==> config.mk <==
export PLATFORM = sky130hd
export DESIGN_NAME = pattern_sequencer
export DESIGN_NICKNAME = d
export VERILOG_FILES = /design/src/rtl/pattern_seq_pkg.sv /design/src/rtl/seq_step_timer.sv /design/src/rtl/pattern_sequencer.sv
export SDC_FILE = /design/constraint.sdc
export NUM_CORES = 1
export LEC_CHECK = 0
export ABC_AREA = 1
export CELL_PAD_IN_SITES_DETAIL_PLACEMENT = 0
export CELL_PAD_IN_SITES_GLOBAL_PLACEMENT = 1
export CORE_MARGIN = 5
export CORE_UTILIZATION = 43
export DETAILED_ROUTE_END_ITERATION = 7
export MAX_ROUTING_LAYER = met4
export PLACE_DENSITY_LB_ADDON = 0.05
export SKIP_LAST_GASP = 1
export SLEW_MARGIN = 20
export SYNTH_ARGS = -nofsm -noshare
export SYNTH_HDL_FRONTEND = slang
export SYNTH_SLANG_ARGS = --single-unit
==> constraint.sdc <==
create_clock -name clk -period 2.2 [get_ports clk]
set_clock_uncertainty 0.05 [all_clocks]
set_input_delay 0.22 -clock clk [delete_from_list [all_inputs] [get_ports clk]]
set_output_delay 0.22 -clock clk [all_outputs]
set_load 0.005 [all_outputs]
==> src/rtl/pattern_seq_pkg.sv <==
// Shared types and constants for the pattern sequencer.
//   state_t     : sequencer FSM states
//   SYM_W       : width of a stored symbol (symbols 0..2)
//   LED_W       : width of the one-hot LED display
//   sym_onehot  : symbol -> one-hot LED pattern
package pattern_seq_pkg;

    localparam int SYM_W = 2;
    localparam int LED_W = 3;

    typedef enum logic [2:0] {
        IDLE,
        APPEND,
        PLAY_ON,
        PLAY_OFF,
        DONE
    } state_t;

    function automatic logic [LED_W-1:0] sym_onehot(input logic [SYM_W-1:0] s);
        return LED_W'(1) << s;
    endfunction

endpackage

==> src/rtl/seq_step_timer.sv <==
// Loadable down-counter timing the lit and dark periods of playback.
//   clk, reset   : clock, synchronous active-low reset
//   load         : load load_val this cycle (wins over counting)
//   load_val     : period length minus one
//   expired      : count has reached zero (last cycle of the period)
module seq_step_timer #(
    parameter int W = 16
) (
    input  logic         clk,
    input  logic         reset,
    input  logic         load,
    input  logic [W-1:0] load_val,
    output logic         expired
);

    logic [W-1:0] count;

    always_ff @(posedge clk) begin
        if (!reset)
            count <= '0;
        else if (load)
            count <= load_val;
        else if (count != '0)
            count <= count - 1'b1;
    end

    assign expired = (count == '0);

endmodule

==> src/rtl/pattern_sequencer.sv <==
// Memory-game pattern sequencer: stores a growing list of random symbols and
// plays them back on a one-hot LED display with fixed lit/dark timing.
//   clk, reset  : clock, synchronous active-low reset
//   rand_in     : upstream random symbol (3 is folded to 0)
//   start       : new game (clear, append one, play)
//   next_round  : append one (skipped when full), play
//   replay      : (only with PATTERN_SEQ_REPLAY_EN) play without appending
//   rd_idx/rd_data : combinational read port for the input checker
//   led_out, seq_len, busy, full, play_done : registered status/display
// Optional feature macro: PATTERN_SEQ_REPLAY_EN
module pattern_sequencer
    import pattern_seq_pkg::*;
#(
    parameter int MAX_LEN    = 8,
    parameter int ON_CYCLES  = 4,
    parameter int OFF_CYCLES = 2
) (
    input  logic             clk,
    input  logic             reset,
    input  logic [SYM_W-1:0] rand_in,
    input  logic             start,
    input  logic             next_round,
`ifdef PATTERN_SEQ_REPLAY_EN
    input  logic             replay,
`endif
    input  logic [3:0]       rd_idx,
    output logic [SYM_W-1:0] rd_data,
    output logic [LED_W-1:0] led_out,
    output logic [3:0]       seq_len,
    output logic             busy,
    output logic             full,
    output logic             play_done
);

    localparam int         AW        = $clog2(MAX_LEN);
    localparam int         TW        = 16;
    localparam logic [3:0] MAX_LEN_L = 4'(MAX_LEN);

    state_t           state;
    logic [3:0]       play_idx;
    logic [SYM_W-1:0] mem [MAX_LEN];

    logic             tmr_load;
    logic [TW-1:0]    tmr_val;
    logic             tmr_exp;

    logic [SYM_W-1:0] new_sym;
    logic             go_start, go_next, go_replay, go_direct, last_step;

    assign new_sym   = (rand_in == 2'd3) ? '0 : rand_in;
    assign go_start  = (state == IDLE) && start;
    assign go_next   = (state == IDLE) && !start && next_round;
`ifdef PATTERN_SEQ_REPLAY_EN
    assign go_replay = (state == IDLE) && !start && !next_round && replay && (seq_len != 4'd0);
`else
    assign go_replay = 1'b0;
`endif
    // Paths that skip APPEND and start lighting on the next cycle.
    assign go_direct = (go_next && full) || go_replay;
    assign last_step = (play_idx == seq_len - 4'd1);

    assign rd_data = (rd_idx < seq_len) ? mem[AW'(rd_idx)] : '0;

    // Timer is loaded on every entry into a lit or dark period.
    always_comb begin
        tmr_load = 1'b0;
        tmr_val  = '0;
        case (state)
            IDLE:     if (go_direct)               begin tmr_load = 1'b1; tmr_val = TW'(ON_CYCLES - 1);  end
            APPEND:                                begin tmr_load = 1'b1; tmr_val = TW'(ON_CYCLES - 1);  end
            PLAY_ON:  if (tmr_exp)                 begin tmr_load = 1'b1; tmr_val = TW'(OFF_CYCLES - 1); end
            PLAY_OFF: if (tmr_exp && !last_step)   begin tmr_load = 1'b1; tmr_val = TW'(ON_CYCLES - 1);  end
            default: ;
        endcase
    end

    seq_step_timer #(.W(TW)) u_timer (
        .clk      (clk),
        .reset    (reset),
        .load     (tmr_load),
        .load_val (tmr_val),
        .expired  (tmr_exp)
    );

    // Memory has no reset; reads above seq_len are masked instead.
    always_ff @(posedge clk) begin
        if (reset && state == APPEND)
            mem[AW'(seq_len)] <= new_sym;
    end

    always_ff @(posedge clk) begin
        if (!reset) begin
            state     <= IDLE;
            seq_len   <= '0;
            play_idx  <= '0;
            led_out   <= '0;
            busy      <= 1'b0;
            full      <= 1'b0;
            play_done <= 1'b0;
        end else begin
            play_done <= 1'b0;
            case (state)
                IDLE: begin
                    if (go_start) begin
                        seq_len <= '0;
                        full    <= 1'b0;
                        busy    <= 1'b1;
                        state   <= APPEND;
                    end else if (go_direct) begin
                        busy     <= 1'b1;
                        play_idx <= '0;
                        led_out  <= sym_onehot(mem[0]);
                        state    <= PLAY_ON;
                    end else if (go_next) begin
                        busy  <= 1'b1;
                        state <= APPEND;
                    end
                end
                APPEND: begin
                    seq_len  <= seq_len + 4'd1;
                    full     <= (seq_len + 4'd1) == MAX_LEN_L;
                    play_idx <= '0;
                    // mem[0] is being written this edge when the list was empty.
                    led_out  <= sym_onehot((seq_len == 4'd0) ? new_sym : mem[0]);
                    state    <= PLAY_ON;
                end
                PLAY_ON: begin
                    if (tmr_exp) begin
                        led_out <= '0;
                        state   <= PLAY_OFF;
                    end
                end
                PLAY_OFF: begin
                    if (tmr_exp) begin
                        if (last_step) begin
                            play_done <= 1'b1;
                            state     <= DONE;
                        end else begin
                            play_idx <= play_idx + 4'd1;
                            led_out  <= sym_onehot(mem[AW'(play_idx + 4'd1)]);
                            state    <= PLAY_ON;
                        end
                    end
                end
                DONE: begin
                    busy  <= 1'b0;
                    state <= IDLE;
                end
                default: state <= IDLE;
            endcase
        end
    end

endmodule

==> reports/qor.log <==
INFO  drt            finalWirelength=6740um
INFO  cts            cts_buffers=5
INFO  cts            cts-root-buf=clkbuf_8
INFO  global_route   grt_pass1_wl=11,300um
INFO  layout         design_area=3410um2
INFO  floorplan      design.die.area=8590um2
INFO  synth          synth.top_cells.by_area=dfxtp_1, edfxtp_1, nand2_1, inv_1, nor2_1
INFO  critical_path  timing.critical_path.to_type=primary output
INFO  floorplan      die_h=92.7um
INFO  synth          postSynthCellCount=384
INFO  critical_path  path_class=input port to primary output
INFO  sta            min_period=2000ps
INFO  synth          synthesis.nets=404
INFO  critical_path  timing.critical_path.slowest_cell_delay=430ps
INFO  drt            drc=0
INFO  synth          yosys.cell_count.top_type=nand2_1
INFO  layout         synthToLayoutAreaGrowth=16.1%
INFO  drt            routed_vias_inst=5.03
INFO  power          vdd_ir_drop_max=595uV
INFO  critical_path  worst-endpoint-arrival=1730ps
INFO  synth          syn-cell-area=2940um2
INFO  critical_path  critical_path.cell_chain=clkdlybuf4s50_1 -> ha_1 -> a21boi_0 -> o211ai_1 -> nand2_1 -> buf_4 -> a21oi_1 -> clkbuf_2
INFO  layout         finalNetCount=442
INFO  global_route   globalRouteOverflowTotal=0
INFO  global_route   grt_max_degree=20
INFO  placed_design  port-buffer-count=21
INFO  synth          ys.flop_type=dfxtp_1
INFO  sta            grt_setup_unrepaired=no
INFO  floorplan      floorplan.rows=30
INFO  global_route   gr-usage-all-layers=0.171
INFO  floorplan      fp.coreArea=6720um2
INFO  critical_path  worst_path_dominant_cell_family=buffers and inverters
INFO  sta            max_clock_freq=499MHz
INFO  critical_path  critical_path.slowest_cell=clkdlybuf4s50_1
INFO  synth          share_of_flip_flops_with_an_asynchronous_set_or_reset=0
INFO  critical_path  critical_path_buf_inv_count=3
INFO  job            max_cap_violations=0
INFO  drt            first_pass_iters=6
INFO  cts            tritoncts_clock_tree=built
INFO  critical_path  cp_max_fo=2
INFO  power          power.density=1070nW/um2
INFO  cts            worst_skew_pair_latency=300ps
INFO  global_route   via_count_of_the_first_global_routing_pass=2,347
INFO  sta            timing_hold_violations_final=0
INFO  min_path       hold_path_class=register to register
INFO  floorplan      floorplan.initialDensity=0.438
INFO  drt            drt-wirelength-per-cell=13.4um
INFO  drt            via_count=2,531
INFO  synth          area_share_of_the_largest_cell_type_after_synthesis=0.225
INFO  cts            ctsHtreeMaxLevel=2
INFO  synth          ys_types=37
INFO  synth          synth-edff-count=16
INFO  placed_design  post-dp-hpwl=5380um
INFO  layout         antenna_cells=0
INFO  synth          postSynthAreaPerCell=7.66um2
INFO  cts            cts_sinks=49
INFO  critical_path  required=1930ps
INFO  synth          netlist_top_cells_count=nand2_1, inv_1, nor2_1, dfxtp_1, nand3_1
INFO  drt            detail-route-antenna-nets=0
INFO  drt            drtIter0Drc=133
INFO  sta            timing.final.max_slew_violations=0
INFO  cts            ctsLongestPathBuffers=2
INFO  sta            final_setup_viols=0
INFO  cts            clkSlewWorstSetupHoldPaths=90ps
INFO  sta            fin_ws=195ps
INFO  global_route   grt_antenna_before_repair=0
INFO  sta            min_period_over_period=0.911
INFO  sta            worst-slew-pin-transition=383ps
INFO  placed_design  placed_area=3330um2
INFO  floorplan      die_x=92.7um
INFO  power          leakage=1.48nW
INFO  layout         drive_gt1_frac=0.139
INFO  status         status=completed
INFO  synth          synth.largest_area_cell=dfxtp_1
INFO  critical_path  cp-start-kind=input port
INFO  placed_design  placement.setup.worst_slack=-83.1ps
INFO  floorplan      top_level_pins=22
INFO  synth          synth.ff_latch_count=49
INFO  synth          synth-warning-count=0
INFO  placed_design  globalplace.congestion=0.848
INFO  sta            timing.slew.headroom=0.743
INFO  synth          seq_area_frac_synth=0.388
==> area by class of cell <==
| cell class | instances | area, um2 |
|---|---|---|
| fillers | 708 | 3310 |
| repair buffers | 36 | 317 |
| well taps | 80 | 100 |
| flip-flops and latches | 49 | 1140 |
| inverters | 49 | 188 |
| multi-input cells | 281 | 1580 |
| clock buffers | 6 | 72.6 |
| clock inverters | 2 | 10.0 |
==> worst min-delay path: stages, from the launching register on <==
cell	delay, ps
dfxtp_1	320
nand2_1	60
a21oi_1	50
==> state kept, by name, summed over array words and instances (netlist names) <==
name           flops
busy               1
full               1
led_out            3
mem               16
play_done          1
play_idx           4
seq_len            4
state              3
u_timer.count     16
==> where the power goes <==
| group | switching (W) | internal (W) | leakage, nW |
|---|---|---|---|
| clock | 0.000287 | 0.000222 | 0.0469 |
| combinational | 0.00120 | 0.000720 | 1.02 |
| sequential | 0.000140 | 0.00107 | 0.416 |
==> kinds of logic (layout without fill, tap and decap cells) <==
kind of cell | Yosys count | after routing | synth area share
simple gates | 203 | 203 | 0.346
flops | 49 | 49 | 0.388
compound gates | 53 | 53 | 0.106
fa+ha+maj | 10 | 10 | 0.0426
xor+xnor | 15 | 15 | 0.0447
buf+inv | 54 | 93 | 0.0732
==> layout by cell type (no fill, tap or decap), types with 2 or more instances in the layout <==
| cell | Yosys | final |
|---|---|---|
| nand2_4 | 6 | 6 |
| nand2_1 | 84 | 84 |
| inv_1 | 42 | 43 |
| clkbuf_8 | 0 | 5 |
| buf_4 | 0 | 15 |
| clkdlybuf4s50_1 | 0 | 19 |
| xor2_1 | 8 | 8 |
| nor3_1 | 11 | 11 |
| inv_4 | 1 | 2 |
| nand2_2 | 4 | 4 |
| ha_1 | 10 | 10 |
| nor2_4 | 8 | 8 |
| nand3b_1 | 5 | 5 |
| inv_2 | 5 | 5 |
| edfxtp_1 | 16 | 16 |
| nand3_1 | 28 | 28 |
| dfxtp_1 | 33 | 32 |
| o21ai_0 | 18 | 18 |
| nor4_1 | 4 | 4 |
| o31ai_1 | 3 | 3 |
| nor2_2 | 4 | 4 |
| a21oi_1 | 25 | 25 |
| a211oi_2 | 2 | 2 |
| nand4_1 | 4 | 4 |
| xnor2_1 | 7 | 7 |
| nor2_1 | 40 | 40 |
==> metal layers <==
metal / GRT usage / share of wire / vias to the layer above
li1: - / - / 1337
met1: 0.247 / 0.53 / 1164
met2: 0.248 / 0.43 / 28
met3: 0.0317 / 0.031 / 2
met4: 0.0366 / 0.0042 / 0
met5: - / 0 / -
==> per-stage QoR <==
| step | hold slack (ps) | setup TNS [ps] | std cells | util | power, W |
|---|---|---|---|---|---|
| 3_5_place_dp | 407 | -116 | 494 | 0.495 | 0.00315 |
| 5_1_grt | 445 | 0 | 503 | 0.508 | 0.00399 |
| 4_1_cts | 421 | 0 | 503 | 0.509 | 0.00367 |
| 2_1_floorplan | 288 | 0 | 384 | - | 0.00268 |
| 6_report | 417 | 0 | 503 | 0.508 | 0.00364 |
| 3_3_place_gp | 405 | -55.6 | 494 | 0.495 | 0.00314 |
==> what timing repair did <==
action,CTS,global route
endpoints found under the setup margin,2,1
gates resized for setup,3,2
setup buffers,1,0
pin swaps,1,0
hold buffers,0,0
==> path summary, 6_finish.rpt <==
| path | endpoint | slack (ps) | start | depth (start not counted) |
|---|---|---|---|---|
| worst max-delay path | rd_data[0] | 200 | rd_idx[1] | 8 |
| worst min-delay path | led_out[0] | 420 | led_out[0] | 2 |
| worst min register to register | led_out[0] | 420 | led_out[0] | 2 |
| worst max register to register | u_timer.count[7] | 290 | seq_len[1] | 9 |
Power figures use the tool's default switching activity.
